[config.mk]
export PLATFORM = sky130hd
export DESIGN_NAME = uart_cmd_parser
export DESIGN_NICKNAME = d
export VERILOG_FILES = /design/src/rtl/uart_cmd_parser.sv
export SDC_FILE = /design/constraint.sdc
export NUM_CORES = 1
export LEC_CHECK = 0
export ABC_AREA = 1
export CORE_ASPECT_RATIO = 1.4
export CORE_UTILIZATION = 57
export DETAILED_ROUTE_END_ITERATION = 8
export GPL_ROUTABILITY_DRIVEN = 0
export GPL_TIMING_DRIVEN = 0
export PLACE_DENSITY = 0.8
export SLEW_MARGIN = 20
export SYNTH_ARGS = -nofsm -noshare
export SYNTH_HDL_FRONTEND = slang
export SYNTH_SLANG_ARGS = --single-unit
[constraint.sdc]
create_clock -name clk -period 2 [get_ports clk]
set_input_delay 0.2 -clock clk [delete_from_list [all_inputs] [get_ports clk]]
set_output_delay 0.2 -clock clk [all_outputs]
set_load 0.02 [all_outputs]
[src/rtl/uart_cmd_parser.sv]
// Turns 6-byte UART command frames into single-byte I2C requests and returns
// a status response (plus read data) through the UART transmitter.
module uart_cmd_parser #(
    parameter int BAUD_SET_COUNTER = 10516,
    parameter int TIMEOUT_BITS     = 20
) (
    input  logic       clk,
    input  logic       rst_n,
    input  logic       rx_done,
    input  logic [7:0] o_rx_data,
    output logic       req_valid,
    input  logic       req_ready,
    output logic       req_wr,
    output logic [6:0] req_dev,
    output logic [7:0] req_addr,
    output logic [7:0] req_wdata,
    input  logic       req_done,
    input  logic       req_err,
    input  logic [7:0] req_rdata,
    output logic [7:0] data2tx,
    output logic       send_start,
    input  logic       send_finsh,
    output logic       busy
);
    localparam int TIMEOUT_CYCLES = TIMEOUT_BITS * BAUD_SET_COUNTER;
    localparam int CNT_W = (TIMEOUT_CYCLES > 1) ? $clog2(TIMEOUT_CYCLES) : 1;
    localparam logic [CNT_W-1:0] CNT_MAX = CNT_W'(TIMEOUT_CYCLES - 1);
    localparam logic [CNT_W-1:0] CNT_ONE = CNT_W'(1);

    localparam logic [7:0] HDR      = 8'hA5;
    localparam logic [7:0] RESP_HDR = 8'h5A;
    localparam logic [7:0] CMD_WR   = 8'h01;
    localparam logic [7:0] CMD_RD   = 8'h02;
    localparam logic [7:0] ST_OK    = 8'h00;
    localparam logic [7:0] ST_NACK  = 8'h01;
    localparam logic [7:0] ST_BAD   = 8'hEE;

    typedef enum logic [2:0] {
        IDLE, COLLECT, CHECK, ISSUE, WAIT_I2C, RESP, WAIT_TX
    } state_t;

    state_t           state_q, state_d;
    logic [2:0]       idx_q, idx_d;
    logic [4:0][7:0]  frame_q, frame_d;
    logic [CNT_W-1:0] cnt_q, cnt_d;
    logic [7:0]       status_q, status_d;
    logic [7:0]       rdata_q, rdata_d;
    logic [1:0]       tx_idx_q, tx_idx_d;
    logic [1:0]       tx_len_q, tx_len_d;
    logic             req_valid_q, req_valid_d;
    logic             req_wr_q, req_wr_d;
    logic [6:0]       req_dev_q, req_dev_d;
    logic [7:0]       req_addr_q, req_addr_d;
    logic [7:0]       req_wdata_q, req_wdata_d;
    logic [7:0]       data2tx_q, data2tx_d;
    logic             send_start_q, send_start_d;
    logic             busy_q, busy_d;

    logic             frame_ok;
    logic [7:0]       resp_byte;
    logic [1:0]       tx_idx_nxt;

    // frame_q holds CMD, DEV, ADDR, DATA, CHK in that order
    assign frame_ok = ((frame_q[0] ^ frame_q[1] ^ frame_q[2] ^ frame_q[3]) == frame_q[4])
                   && ((frame_q[0] == CMD_WR) || (frame_q[0] == CMD_RD))
                   && !frame_q[1][7];

    always_comb begin
        resp_byte = RESP_HDR;
        case (tx_idx_q)
            2'd0:    resp_byte = RESP_HDR;
            2'd1:    resp_byte = status_q;
            default: resp_byte = rdata_q;
        endcase
    end

    always_comb begin
        state_d      = state_q;
        idx_d        = idx_q;
        frame_d      = frame_q;
        cnt_d        = cnt_q;
        status_d     = status_q;
        rdata_d      = rdata_q;
        tx_idx_d     = tx_idx_q;
        tx_len_d     = tx_len_q;
        req_valid_d  = req_valid_q;
        req_wr_d     = req_wr_q;
        req_dev_d    = req_dev_q;
        req_addr_d   = req_addr_q;
        req_wdata_d  = req_wdata_q;
        data2tx_d    = data2tx_q;
        send_start_d = 1'b0;
        tx_idx_nxt   = tx_idx_q + 2'd1;

        case (state_q)
            IDLE: begin
                if (rx_done && (o_rx_data == HDR)) begin
                    state_d = COLLECT;
                    idx_d   = 3'd0;
                    cnt_d   = '0;
                end
            end
            COLLECT: begin
                if (rx_done) begin
                    frame_d[idx_q] = o_rx_data;
                    cnt_d          = '0;
                    if (idx_q == 3'd4) begin
                        state_d = CHECK;
                    end else begin
                        idx_d = idx_q + 3'd1;
                    end
                end else if (cnt_q == CNT_MAX) begin
                    state_d = IDLE;
                end else begin
                    cnt_d = cnt_q + CNT_ONE;
                end
            end
            CHECK: begin
                if (frame_ok) begin
                    state_d     = ISSUE;
                    req_valid_d = 1'b1;
                    req_wr_d    = (frame_q[0] == CMD_WR);
                    req_dev_d   = frame_q[1][6:0];
                    req_addr_d  = frame_q[2];
                    req_wdata_d = frame_q[3];
                end else begin
                    // Rejected frames launch their first response byte straight away
                    status_d     = ST_BAD;
                    tx_len_d     = 2'd2;
                    tx_idx_d     = 2'd0;
                    data2tx_d    = RESP_HDR;
                    send_start_d = 1'b1;
                    state_d      = WAIT_TX;
                end
            end
            ISSUE: begin
                if (req_ready) begin
                    req_valid_d = 1'b0;
                    state_d     = WAIT_I2C;
                end
            end
            WAIT_I2C: begin
                if (req_done) begin
                    status_d = req_err ? ST_NACK : ST_OK;
                    rdata_d  = req_rdata;
                    tx_len_d = (!req_wr_q && !req_err) ? 2'd3 : 2'd2;
                    tx_idx_d = 2'd0;
                    state_d  = RESP;
                end
            end
            RESP: begin
                data2tx_d    = resp_byte;
                send_start_d = 1'b1;
                state_d      = WAIT_TX;
            end
            WAIT_TX: begin
                if (send_finsh) begin
                    tx_idx_d = tx_idx_nxt;
                    state_d  = (tx_idx_nxt < tx_len_q) ? RESP : IDLE;
                end
            end
            default: state_d = IDLE;
        endcase

        busy_d = (state_d != IDLE);
    end

    always_ff @(posedge clk) begin
        if (!rst_n) begin
            state_q      <= IDLE;
            idx_q        <= '0;
            frame_q      <= '0;
            cnt_q        <= '0;
            status_q     <= '0;
            rdata_q      <= '0;
            tx_idx_q     <= '0;
            tx_len_q     <= '0;
            req_valid_q  <= 1'b0;
            req_wr_q     <= 1'b0;
            req_dev_q    <= '0;
            req_addr_q   <= '0;
            req_wdata_q  <= '0;
            data2tx_q    <= '0;
            send_start_q <= 1'b0;
            busy_q       <= 1'b0;
        end else begin
            state_q      <= state_d;
            idx_q        <= idx_d;
            frame_q      <= frame_d;
            cnt_q        <= cnt_d;
            status_q     <= status_d;
            rdata_q      <= rdata_d;
            tx_idx_q     <= tx_idx_d;
            tx_len_q     <= tx_len_d;
            req_valid_q  <= req_valid_d;
            req_wr_q     <= req_wr_d;
            req_dev_q    <= req_dev_d;
            req_addr_q   <= req_addr_d;
            req_wdata_q  <= req_wdata_d;
            data2tx_q    <= data2tx_d;
            send_start_q <= send_start_d;
            busy_q       <= busy_d;
        end
    end

    assign req_valid  = req_valid_q;
    assign req_wr     = req_wr_q;
    assign req_dev    = req_dev_q;
    assign req_addr   = req_addr_q;
    assign req_wdata  = req_wdata_q;
    assign data2tx    = data2tx_q;
    assign send_start = send_start_q;
    assign busy       = busy_q;

endmodule

# Yosys cells after proc, flatten, opt, wreduce, memory -nomap -nowiden
# Index checks and enable logic that the tools add are counted.
op_classes:
  n_bitwise: 3
  n_reduce_logical: 26
  order_cmp: 3
  add_sub_neg: 3
  mux: 41
  n_eq_ne: 22
ops:
  columns: ["operator", "count"]
  rows:
  - ["two-way mux 18 bit", 3]
  - ["one-hot mux 8 bit (2 select lines)", 3]
  - ["bitwise mux 40 bit", 1]
  - ["two-way mux 3 bit", 12]
  - ["one-hot mux 18 bit (2 select lines)", 1]
  - ["two-way mux 8 bit", 4]
  - ["demux 8 bit (select 3 bit)", 1]
  - ["XOR 8 bit", 3]
  - ["one-hot mux 3 bit (7 select lines)", 1]
  - ["adder 18 x 1 -> 18 bit (second input constant)", 1]
  - ["== test 18 bit (second input constant)", 1]
  - ["inequality test 2 bit (second input constant)", 8]
  - ["== test 3 bit (second input constant)", 4]
  - ["two-way mux 2 bit", 5]
  - ["AND reduction 3 bit", 3]
  - ["== test 8 x 1 -> 1 bit (second input constant)", 1]
  - ["== test 8 x 2 -> 1 bit (second input constant)", 1]
  - ["== test 8 bit", 1]
  - ["== test 8 bit (second input constant)", 1]
  - ["AND reduction 2 bit", 4]
  - ["AND reduction 4 bit", 2]
  - ["nonzero test 2 bit", 4]
  - ["== test 3 x 2 -> 1 bit (second input constant)", 2]
  - ["one-hot mux 2 bit (3 select lines)", 1]
  - ["18 further kinds", 30]
word_totals:
  register_bits: 119
  output_inout_bits: 35
  word_cells: 118

# Depth between registers and ports, before layout
logic_depth:
  depth_word: 9
  mapped_depth: 15

# Worst setup path before layout
# Ideal clock, no wire load.
synth_path:
  path_type: "register to register"
  from: "register cnt_q[0]"
  to: "register busy_q (netlist: busy)"
  path_buffers: 1
  t_arrival_ns: 1.587
  path_stages_with_launch: 13
  setup_time_ns: 0.121
  slack_ns: 0.292
  path_cell_list: "dfxtp_1 -> ha_1 -> nand2_1 -> nor2_1 -> nor3b_2 -> nand2_1 -> nand2_2 -> buf_4 -> nor2_1 -> nor2_1 -> nand2_1 -> nand2_1 -> nand3_1"
synth_via:
  elab_chain_cells: 5
synth_rtl:
  columns: ["element", "line_no", "rtl"]
  rows:
  - ["start: declaration", "45", "logic [CNT_W-1:0] cnt_q, cnt_d;"]
  - ["start signal: assignment", "190", "cnt_q <= cnt_d;"]
  - ["== test 18 bit", "112", "end else if (cnt_q == CNT_MAX) begin"]
  - ["two-way mux 3 bit", "112", null]
  - ["two-way mux 3 bit", "104", "if (rx_done) begin"]
  - ["one-hot mux 3 bit (7 select lines)", "95", "case (state_q)"]
  - ["nonzero test 3 bit", "165", "busy_d = (state_d != IDLE);"]
  - ["end signal: assignment", "202", "busy_q <= busy_d;"]
  - ["end: declaration", "57", "logic busy_q, busy_d;"]
# No other way between the ends.
# A chain may end at the register's enable or synchronous reset.

# Worst setup path in the final report
layout_path:
  from: "register state_q[1]"
  to: "register frame_q[38] in the netlist's numbering"
layout_via:
  elab_chain_cells: 2
layout_rtl:
  columns: ["element", "line_no", "rtl"]
  rows:
  - ["start: declaration", "42", "state_t state_q, state_d;"]
  - ["start signal: assignment", "187", "state_q <= state_d;"]
  - ["== test 3 x 1 -> 1 bit", "95", null]
  - ["AND reduction 2 bit (no line)", null, null]
  - ["end signal: assignment", "189", "frame_q <= frame_d;"]
  - ["end: declaration", "44", "logic [4:0][7:0] frame_q, frame_d;"]
# No other way between the ends.

==> results by group <==
Synthesis
  • FF+latch count, synth: 113
  • Ys Warns: 0
  • Post-synth EDFFs: 0
  • Ys flop type: dfxtp_1
  • Syn Inst Count: between 700 and 800
  • Synth Cell Area: about 5400 sq um
  • Area leader, netlist: dfxtp_1
  • Syn_area_per_cell: about 6.8 sq um
  • Top-area cell type share of the netlist area: 0.4184
  • Yosys cell types: 35
  • Syn nets: just over 800
  • Top post-synthesis cells by area: dfxtp_1, nand2_1, nor2_1
  • Seq/Total Area, Yosys: 0.4184
  • Async set-reset flop share out of synthesis: 0

Drt
  • Pre-antenna DRT Iters: 9
  • Routed WL per cell: roughly 15 um
  • Vias per cell: roughly 5.6
  • Remaining DRCs: 4
  • Antenna Violating Nets Remaining: 0
  • Initial DRC Count: 374
  • Total wire length: ~15 mm
  • DR vias: between 5000 and 6000

STA
  • RSZ-0062 raised after global routing: yes
  • Slew @ Worst Pin: between 0.5 and 0.6 ns
  • Final setup vio count: 0
  • Clock skew: 0.006763 ns
  • Fin. Hold Viols: 0
  • Worst Hold Slack: approximately 0.24 ns
  • Period utilization: 0.9473
  • Minimum clock period: roughly 1.9 ns
  • Final Max Tran Viols: 0
  • Relative slew margins: 0.6140
  • Fmax: around 530 MHz

Floorplan
  • Std-Cell Rows: 41
  • # IOs: slightly below 60
  • Starting Density: 0.5921
  • Die Height: approximately 120 um
  • Die width: around 84 um
  • Core outline area: 9131 sq um
  • Die area: 9884 sq um

Cells and area
  • Ant. Diodes: 0
  • Fin util: 0.7447
  • Layout cell share with drive strength beyond 1: 0.1071
  • Most frequent cells in the layout: nand2_1, nor2_1, dfxtp_1
  • Fillers: 710
  • Most common cell after layout, fill and taps aside: nand2_1
  • Post-route cell area: ~7000 sq um
  • NumNets Final: between 900 and 1000
  • Layout area overhead: 25.78%

Clock network
  • Clk buf depth: 2
  • Clock root buffer master: clkbuf_16
  • TritonCTS buffer count: 17
  • CTS tree: built
  • Worst-Skew Late Latency: roughly 0.42 ns
  • # clock sinks: ~110
  • CTS clk-pin slew, worst paths: ~0.050 ns
  • Htree depth: 4

Pwr
  • Maximum VDD drop: roughly 640 uV
  • Leakage: ~2.8 nW
  • Cell Pwr Density: 744.9 nW/um^2

Global route
  • Vias in the first global route: 5365
  • First-pass GRT wire length: ~24 mm
  • Initial antenna violation count: 0
  • Grt ovf: 0
  • Largest net degree at the start of global routing: 17
  • Aggregate global-route resource usage: 0.3095

Setup path
  • Worst Setup Path Type: register to register
  • Minimum setup slack among reg-to-reg paths: ~0.11 ns
  • Arrival time at the worst endpoint: between 2 and 2.5 ns
  • Launching point of the worst reg2reg path: state_q[1]$_SDFF_PN0_
  • Critical Path RT: 2.31 ns
  • Reg-to-Reg End: frame_q[38]$_SDFFE_PN0P_
  • Crit start category: register
  • R2r worst-path depth: 9
  • CP max FO: 10
  • Critical path endpoint category: register

Hold path
  • Worst min path class: primary input to register
  • Hold endpoint: cnt_q[17]$_SDFFE_PN0P_
  • Min-delay src: rx_done
  • Hold Path Depth: 4

Run status
  • Status: complete, but fails checks
  • Failing checks: DRC

Placement
  • Area of placed instances: around 6100 sq um
  • Final HPWL DP: between 10 and 15 mm
  • Count of input and output buffers: 55

Job
  • Max Cap Violations: 0
==> through the flow <==
stage          setup TNS, ns  setup slack, ns  power [mW]  std cells
3_3_place_gp         -0.3759          -0.2082       2.454        958
6_report                   0           0.1054       5.065        994
5_1_grt              -0.2749         -0.05564       5.206        994
3_5_place_dp         -0.7064          -0.2241       2.456        958
2_1_floorplan              0           0.2922       2.373        796
4_1_cts                    0          0.02430       5.062        989
==> registers in the layout, summed over array words and instances (netlist names), 3 cells and up <==
register   count
rdata_q        8
req_addr       8
state_q        3
cnt_q         18
data2tx        8
req_wdata      8
idx_q          3
req_dev        7
frame_q       40
==> routing by layer <==
layer | GRT usage | part of all wire | vias to the layer above
met1 | 0.3154 | 0.38 | 2547
met4 | 0.2253 | 0.051 | 0
met5 | 0 | 0 | -
met3 | 0.07644 | 0.058 | 60
li1 | - | - | 2728
met2 | 0.5574 | 0.51 | 226
==> report_power, final <==
part / internal [mW] / switching (mW)
logic: 0.0628 / 0.0980
clock network: 1.65 / 0.999
registers: 2.26 / 0.000451
==> logic make-up (layout without fill, tap and decap cells) <==
kind of cell / Yosys count / count (layout) / share of synthesized area
simple gates: 366 / 366 / 0.2874
buf+inv: 127 / 218 / 0.09303
compound gates: 171 / 171 / 0.1662
flops: 113 / 113 / 0.4184
xor+xnor: 13 / 13 / 0.02106
fa+ha+maj: 6 / 6 / 0.01389
==> worst max path at each step <==
stage / startpoint / end / slack, ns / cells past startpoint
floorplan: cnt_q[0]$_SDFFE_PN0P_ / busy$_SDFF_PN0_ / 0.29 / 12
global placement: o_rx_data[3] / busy$_SDFF_PN0_ / -0.21 / 13
detailed placement: o_rx_data[3] / busy$_SDFF_PN0_ / -0.22 / 13
CTS: cnt_q[0]$_SDFFE_PN0P_ / busy$_SDFF_PN0_ / 0.02 / 12
global route: state_q[1]$_SDFF_PN0_ / frame_q[39]$_SDFFE_PN0P_ / -0.06 / 9
finish: state_q[1]$_SDFF_PN0_ / frame_q[38]$_SDFFE_PN0P_ / 0.11 / 9
==> cells in the mapped netlist (2+ instances only) <==
master and number:
xor2_1 9, nor4_1 4, o21ai_0 80, o21ai_1 2
nand3_1 54, buf_4 3, nor2_1 113, nand2_2 2
nand3b_1 2, inv_2 6, o21bai_1 5, o21a_1 2
ha_1 6, a21oi_1 76, nand4_1 8, clkbuf_1 13
xnor2_1 4, inv_1 93, dfxtp_1 113, nor3_1 14
nand2_1 162, buf_2 12
==> worst max-delay path, stage by stage (launching register included) <==
cell	delay, ns
dfxtp_1	0.38
inv_2	0.10
nand2_2	0.11
nor2_8	0.17
inv_2	0.13
nor3_4	0.24
nand3_2	0.21
buf_2	0.25
o21ai_1	0.13
a21oi_1	0.05
==> timing repair <==
action | CTS | global route
pin swaps | 0 | 4
hold buffers | 0 | 0
setup buffers | 0 | 5
setup endpoints to repair | 25 | 69
gates resized for setup | 4 | 63
==> cell type report <==
type / count / area, sq um / area share
Multi-Input combinational cell: 556 / 2750 / 0.4044
Sequential cell: 113 / 2271 / 0.3339
Timing Repair Buffer: 60 / 588.1 / 0.08648
Clock buffer: 24 / 481.7 / 0.07084
Inverter: 99 / 371.6 / 0.05465
Buffer: 28 / 168.9 / 0.02484
Tap cell: 107 / 133.9 / 0.01969
Clock inverter: 7 / 35.03 / 0.005152
Note: power is estimated with default switching activity, not from simulation.
